## src/rtl/gfx_pkg.sv

```systemverilog
// Shared graphics definitions for the video pipeline.
//   COLOR_W        : default RRRGGGBB pixel width
//   game_state_e   : game-state encodings used by the controller
//   BLACK / WHITE  : colour constants
//   WIN_*_OFS      : winner-code offsets above the last sprite layer index
//   winner_code()  : builds a winner code from a layer count and an offset
package gfx_pkg;

  localparam int unsigned COLOR_W = 8;

  typedef enum logic [1:0] {
    MENU      = 2'd0,
    COUNTDOWN = 2'd1,
    GAMEPLAY  = 2'd2,
    GAME_OVER = 2'd3
  } game_state_e;

  localparam logic [COLOR_W-1:0] BLACK = '0;
  localparam logic [COLOR_W-1:0] WHITE = '1;

  // Winner codes: 0..NUM_LAYERS-1 are sprite layers, then background, then overlay.
  localparam int unsigned WIN_BG_OFS  = 0;
  localparam int unsigned WIN_OVL_OFS = 1;

  function automatic int unsigned winner_code(input int unsigned num_layers,
                                              input int unsigned ofs);
    return num_layers + ofs;
  endfunction

endpackage

```

## src/rtl/flash_timer.sv

```systemverilog
// Single-layer hit-flash frame counter.
//   clk, rst     : pixel clock, asynchronous active-high reset
//   trigger      : one-cycle pulse that (re)loads the counter with FLASH_FRAMES
//   frame_start  : one-cycle pulse per frame; decrements a non-zero counter
//   active       : registered flag, high while the counter is non-zero
module flash_timer
#(
  parameter  int unsigned FLASH_FRAMES = 30,
  localparam int unsigned CNT_W        = $clog2(FLASH_FRAMES + 1)
)(
  input  logic clk,
  input  logic rst,
  input  logic trigger,
  input  logic frame_start,
  output logic active
);

  import gfx_pkg::*;

  logic [CNT_W-1:0] cnt;

  // active tracks (cnt != 0) but is held in its own flop so the output is
  // driven straight from a register.
  always_ff @(posedge clk or posedge rst) begin
    if (rst) begin
      cnt    <= '0;
      active <= 1'b0;
    end else if (trigger) begin
      cnt    <= CNT_W'(FLASH_FRAMES);
      active <= (FLASH_FRAMES != 0);
    end else if (frame_start && (cnt != '0)) begin
      cnt    <= cnt - CNT_W'(1);
      active <= (cnt != CNT_W'(1));
    end
  end

endmodule

```

## src/rtl/layer_compositor.sv

```systemverilog
// Two-stage pixel compositor: background, NUM_LAYERS prioritised sprite
// layers (layer 0 highest) and a menu overlay, with colour-key transparency,
// per-layer enable masks and frame-timed hit-flash/blink.
//   clk, rst             : pixel clock, asynchronous active-high reset
//   display_enable       : VGA DE for the current pixel
//   frame_start          : one pulse per frame, in blanking
//   background_color_in  : background pixel
//   layer_color_in       : packed layer colours, layer i at [i*COLOR_W +: COLOR_W]
//   layer_visible_in     : per-layer pixel coverage
//   layer_enable_in      : per-layer mask from the game state
//   key_color_in         : transparency key
//   overlay_color_in     : menu/countdown colour
//   overlay_visible_in   : menu pixel present
//   flash_trigger_in     : per-layer pulse that starts/restarts a flash
//   pixel_color_out      : final colour (2 clocks after inputs)
//   pixel_valid_out      : display_enable aligned with pixel_color_out
//   winner_layer_out     : source code of pixel_color_out
//   flash_active_out     : per-layer flash counter non-zero
module layer_compositor
#(
  parameter  int unsigned               NUM_LAYERS   = 4,
  parameter  int unsigned               COLOR_W      = gfx_pkg::COLOR_W,
  parameter  bit                        KEY_EN       = 1'b1,
  parameter  int unsigned               FLASH_FRAMES = 30,
  parameter  int unsigned               BLINK_PERIOD = 4,
  parameter  logic [COLOR_W-1:0]        FLASH_COLOR  = COLOR_W'(8'hFF),
  localparam int unsigned               LW           = $clog2(NUM_LAYERS + 2)
)(
  input  logic                          clk,
  input  logic                          rst,
  input  logic                          display_enable,
  input  logic                          frame_start,
  input  logic [COLOR_W-1:0]            background_color_in,
  input  logic [NUM_LAYERS*COLOR_W-1:0] layer_color_in,
  input  logic [NUM_LAYERS-1:0]         layer_visible_in,
  input  logic [NUM_LAYERS-1:0]         layer_enable_in,
  input  logic [COLOR_W-1:0]            key_color_in,
  input  logic [COLOR_W-1:0]            overlay_color_in,
  input  logic                          overlay_visible_in,
  input  logic [NUM_LAYERS-1:0]         flash_trigger_in,
  output logic [COLOR_W-1:0]            pixel_color_out,
  output logic                          pixel_valid_out,
  output logic [LW-1:0]                 winner_layer_out,
  output logic [NUM_LAYERS-1:0]         flash_active_out
);

  import gfx_pkg::*;

  localparam logic [LW-1:0] WIN_BG  = LW'(winner_code(NUM_LAYERS, WIN_BG_OFS));
  localparam logic [LW-1:0] WIN_OVL = LW'(winner_code(NUM_LAYERS, WIN_OVL_OFS));
  localparam int unsigned   BLINK_W = (BLINK_PERIOD > 1) ? $clog2(BLINK_PERIOD) : 1;
  localparam logic [BLINK_W-1:0] BLINK_LAST = BLINK_W'(BLINK_PERIOD - 1);

  // ---------------------------------------------------------------- flash
  logic [NUM_LAYERS-1:0] flash_active;

  for (genvar g = 0; g < NUM_LAYERS; g++) begin : g_flash
    flash_timer #(
      .FLASH_FRAMES(FLASH_FRAMES)
    ) u_flash (
      .clk        (clk),
      .rst        (rst),
      .trigger    (flash_trigger_in[g]),
      .frame_start(frame_start),
      .active     (flash_active[g])
    );
  end

  assign flash_active_out = flash_active;

  // Blink phase is shared by all layers; it idles at "on" so that every new
  // flash begins on the flash colour.
  logic               any_flash;
  logic [BLINK_W-1:0] blink_cnt;
  logic               blink_on;

  assign any_flash = |flash_active;

  always_ff @(posedge clk or posedge rst) begin
    if (rst) begin
      blink_cnt <= '0;
      blink_on  <= 1'b1;
    end else if (!any_flash) begin
      blink_cnt <= '0;
      blink_on  <= 1'b1;
    end else if (frame_start) begin
      if (blink_cnt == BLINK_LAST) begin
        blink_cnt <= '0;
        blink_on  <= ~blink_on;
      end else begin
        blink_cnt <= blink_cnt + BLINK_W'(1);
      end
    end
  end

  // -------------------------------------------------------------- stage 1
  logic [COLOR_W-1:0]    layer_color [NUM_LAYERS];
  logic [NUM_LAYERS-1:0] eff;
  logic                  hit_c;
  logic [LW-1:0]         idx_c;
  logic [COLOR_W-1:0]    color_c;

  always_comb begin
    eff     = '0;
    hit_c   = 1'b0;
    idx_c   = '0;
    color_c = '0;
    for (int unsigned i = 0; i < NUM_LAYERS; i++) begin
      layer_color[i] = layer_color_in[i*COLOR_W +: COLOR_W];
      eff[i] = layer_visible_in[i] & layer_enable_in[i] &
               !(KEY_EN && (layer_color[i] == key_color_in));
    end
    // Ascending scan with a found flag: the first set bit is the winner.
    for (int unsigned i = 0; i < NUM_LAYERS; i++) begin
      if (eff[i] && !hit_c) begin
        hit_c   = 1'b1;
        idx_c   = LW'(i);
        color_c = layer_color[i];
      end
    end
  end

  logic               s1_hit;
  logic [LW-1:0]      s1_idx;
  logic [COLOR_W-1:0] s1_color;
  logic [COLOR_W-1:0] s1_bg;
  logic [COLOR_W-1:0] s1_ovl_color;
  logic               s1_ovl_vis;
  logic               s1_de;

  always_ff @(posedge clk or posedge rst) begin
    if (rst) begin
      s1_hit       <= 1'b0;
      s1_idx       <= '0;
      s1_color     <= '0;
      s1_bg        <= '0;
      s1_ovl_color <= '0;
      s1_ovl_vis   <= 1'b0;
      s1_de        <= 1'b0;
    end else begin
      s1_hit       <= hit_c;
      s1_idx       <= idx_c;
      s1_color     <= color_c;
      s1_bg        <= background_color_in;
      s1_ovl_color <= overlay_color_in;
      s1_ovl_vis   <= overlay_visible_in;
      s1_de        <= display_enable;
    end
  end

  // -------------------------------------------------------------- stage 2
  logic               flash_sel;
  logic [COLOR_W-1:0] pix_d;
  logic [LW-1:0]      win_d;

  always_comb begin
    flash_sel = 1'b0;
    for (int unsigned i = 0; i < NUM_LAYERS; i++) begin
      if (s1_idx == LW'(i)) flash_sel = flash_active[i];
    end

    pix_d = s1_bg;
    win_d = WIN_BG;
    if (!s1_de) begin
      pix_d = '0;
      win_d = WIN_BG;
    end else if (s1_ovl_vis) begin
      pix_d = s1_ovl_color;
      win_d = WIN_OVL;
    end else if (s1_hit) begin
      pix_d = (flash_sel && blink_on) ? FLASH_COLOR : s1_color;
      win_d = s1_idx;
    end
  end

  always_ff @(posedge clk or posedge rst) begin
    if (rst) begin
      pixel_color_out  <= '0;
      pixel_valid_out  <= 1'b0;
      winner_layer_out <= WIN_BG;
    end else begin
      pixel_color_out  <= pix_d;
      pixel_valid_out  <= s1_de;
      winner_layer_out <= win_d;
    end
  end

endmodule
```

## config.mk

```make
export PLATFORM = sky130hd
export DESIGN_NAME = layer_compositor
export DESIGN_NICKNAME = d
export VERILOG_FILES = /design/src/rtl/gfx_pkg.sv /design/src/rtl/flash_timer.sv /design/src/rtl/layer_compositor.sv
export SDC_FILE = /design/constraint.sdc
export NUM_CORES = 1
export LEC_CHECK = 0
export ABC_AREA = 1
export CORE_MARGIN = 1.5
export CORE_UTILIZATION = 46
export CTS_CLUSTER_DIAMETER = 30
export DETAILED_ROUTE_END_ITERATION = 8
export MAX_ROUTING_LAYER = met4
export PLACE_DENSITY_LB_ADDON = 0.05
export SLEW_MARGIN = 5
export SYNTH_ARGS = -nofsm -noshare
export SYNTH_HDL_FRONTEND = slang
export SYNTH_HIERARCHICAL = 1
export SYNTH_SLANG_ARGS = --single-unit
```

## constraint.sdc

```tcl
create_clock -name clk -period 1.4 [get_ports clk]
set_clock_uncertainty 0.15 [all_clocks]
set_input_delay 0.21 -clock clk [delete_from_list [all_inputs] [get_ports clk]]
set_output_delay 0.21 -clock clk [all_outputs]
set_load 0.01 [all_outputs]
```

==> run summary <==
CP Data Arrival Time: 1.56 ns
Post-Synth Adder-Cell Area: 0.02922
Fmax: 675.1 MHz
TritonCTS Buffers: 9
DRC Markers: 0
Initial Util: 0.4714
Static Leakage: 0.003097 uW
RR Endpoint: pixel_color_out[1]$_DFF_PP0_
Number of fillers in the final layout: 660
Simple-gate share of the synthesized area: 0.3935
Site Rows: 33
Worst vdd ir: 0.0006238 V
Number of H-tree levels: 3
Die ar.: 0.008936 mm^2
Drt initial violations: 118
DR WL/cell: 12.88 um
Post-CTS Hold Fix Bufs: 0
Top FF cell, synth: dfrtp_1
Synth async-reset ratio: 1.000
Critical path capture point type: flip-flop
Critical path startpoint category: flip-flop
Vias: 3884
Clock Tree Root: clkbuf_8
RSZ-0062 raised after global routing: yes
Commonest non-fill, non-tap cell in the layout: nand2_1
Router iterations before antenna repair: 4
Gate Count Post-Synth: 519
RR Startpoint: g_flash[2].u_flash/active$_DFFE_PP0P_
R2R cell count: 9
GPL Wtd Cong: 0.8902
Final worst slack: -0.08122 ns
Global-route wire length before repair: 16120 um
Gate power share: 0.275
Crit Path Category: reg2reg
Initial antenna violation count: 0
I/O pins: 89
Largest family of logic cells by synthesized area: simple AND/OR/NAND/NOR gates
Core Box Area: 0.008175 mm^2
Setup Total Neg Slack: -0.5335 ns
MaxCap Viol Count: 0
Drt total wl: 10270 um
Internal Power: 3947 uW
Syn avg cell area: 7.425 um^2
Flop2flop setup slack: -0.08 ns
Worst slew margin: 0.8123
WHS: 0.02073 ns
CTS sink cnt: 68
Sw Pwr: 1763 uW
Number of global-route vias before repair: 3728
Status: complete, but fails checks
Total power: 5710 uW
Die width: 94.53 um
Maximum root-to-sink buffer count: 2
Area added between synthesis and finish: 53.21%
Die Y: 94.53 um
CTS tree: yes
Finished Core Util: 0.7222
Antenna Cells: 0
Worst hold path class: in2async
PwrDens: 967.1 mW/mm^2
Layout Nets: 769
Register area: 0.001705 mm^2
Largest net degree at the start of global routing: 45
Complex-gate fraction of the synthesized area: 0.03214
Dpl ws: -0.6841 ns
Final min period: 1.481 ns
Net count after synthesis: 601
PortBufs: 88
Clock-pin slew on the worst setup and hold paths: 0.08 ns
Fin. max-slew vios: 0
Xor and xnor area share after synthesis: 0.02273
Area occupied by multi-input gates: 0.002170 mm^2
Sequential-to-total area share from yosys stat: 0.4422
Routed vias/inst: 4.873
Netlist cell types: 30
Detail Placement HPWL: 7401 um
Worst slew pin tran: 0.2786 ns
ANT nets after route: 0
Most frequent cells in the layout: 169 x nand2_1, 65 x dfrtp_1, 64 x buf_4
WP data required: 1.48 ns
Global route total overflow: 0
Ratio of cells with drive above 1 in the final layout: 0.2861
Setup violators final: 9
Crit path max fanout: 8
Worst-skew pair later-pin latency: 0.35 ns
Clock power frac: 0.316
Sequential fraction of design power: 0.409
Final Cycle Share: 1.058
FF+latch count, synth: 68
Synth warn: 6
Fin. Hold Viols: 0
Area of the mapped netlist: 0.003854 mm^2
EDFF count, synth: 0
GRT Total Usage: 0.2419
Switching share of power: 0.3088
Failing checks: setup timing
Post-synthesis mux area share: 0
area by class of cell:
cell class / instances / area share
clock buffers: 9 / 0.02098
clock inverters: 7 / 0.01674
inverters: 70 / 0.04450
multi-input cells: 377 / 0.3675
flip-flops and latches: 68 / 0.2888
well taps: 105 / 0.02225
repair buffers: 161 / 0.2392
Yosys cell counts (2+ instances only):
cell type	instances	area share
dfrtp_1	66	0.43
nand4_1	8	0.013
nor3b_1	2	0.0039
dfstp_2	2	0.014
nand3_1	63	0.082
nor2_1	46	0.045
nand3_2	4	0.010
xor2_1	3	0.0068
inv_1	68	0.066
nand2_4	9	0.026
nor2_4	2	0.0058
xnor2_1	7	0.016
ha_1	9	0.029
nor2_2	8	0.013
or2_1	4	0.0065
buf_2	4	0.0052
nand2_2	2	0.0032
nand2_1	178	0.17
a21oi_1	3	0.0039
or2_2	2	0.0032
o21ai_0	19	0.025
buf_6	2	0.0058
per-stage QoR:
stage          std cells  area (um^2)
2_1_floorplan        519         3864
3_3_place_gp         763         5315
3_5_place_dp         763         5315
4_1_cts              788         5742
5_1_grt              797         5904
6_report             797         5904
worst max-delay path, stage by stage (launching register included):
cell     delay [ns]
dfrtp_1        0.40
buf_6          0.14
nor2_4         0.06
nor2_1         0.04
o21ai_1        0.07
nand2_1        0.08
nand2_2        0.12
nand2_8        0.11
nor2_4         0.12
o21ai_2        0.06
sequential cells by signal, summed over array words and instances, names as in the netlist, 2 cells and up:
| register | count |
|---|---|
| blink_cnt | 2 |
| s1_idx | 2 |
| pixel_color_out | 8 |
| s1_color | 8 |
| winner_layer_out | 3 |
| s1_bg | 8 |
| s1_ovl_color | 8 |
| g_flash.u_flash/active | 4 |
| g_flash.u_flash/cnt | 20 |
cell families after synthesis:
family          Yosys count
simple gates            331
buf+inv                  77
flops                    68
compound gates           24
xor+xnor                 10
fa+ha+maj                 9
metal layers:
layer,up-vias,track usage,routed length [um]
li1,1955,-,-
met1,1812,0.2641,4076
met2,99,0.4335,5564
met3,18,0.05395,439
met4,0,0.08085,186
met5,-,-,0
how the worst max path moves through the flow:
stage	slack (ns)	from	cells after the start	to
after global placement	-0.69	key_color_in[6]	13	s1_color[1]$_DFF_PP0_
after global routing	-0.17	g_flash[1].u_flash/active$_DFFE_PP0P_	7	pixel_color_out[1]$_DFF_PP0_
after floorplan	-0.003	key_color_in[7]	11	s1_color[1]$_DFF_PP0_
final	-0.08	g_flash[2].u_flash/active$_DFFE_PP0P_	9	pixel_color_out[1]$_DFF_PP0_
after detailed placement	-0.68	key_color_in[6]	13	s1_color[1]$_DFF_PP0_
after CTS	-0.07	g_flash[2].u_flash/active$_DFFE_PP0P_	9	pixel_color_out[5]$_DFF_PP0_
power by group through the flow:
stage	Sequential (uW)	Clock [uW]	Combinational (uW)
finish	2340	1800	1570
floorplan	2340	0	682
detailed placement	2360	0	1340
global route	2360	1940	1750
CTS	2330	1840	1450
global placement	2350	0	1300
repair_timing:
item,CTS,global route
pin swaps,30,37
endpoints found under the setup margin,36,45
gates resized for setup,130,75
gates cloned,3,0
setup buffers,6,9
endpoints found under the hold margin,0,0
Power figures use the tool's default switching activity.
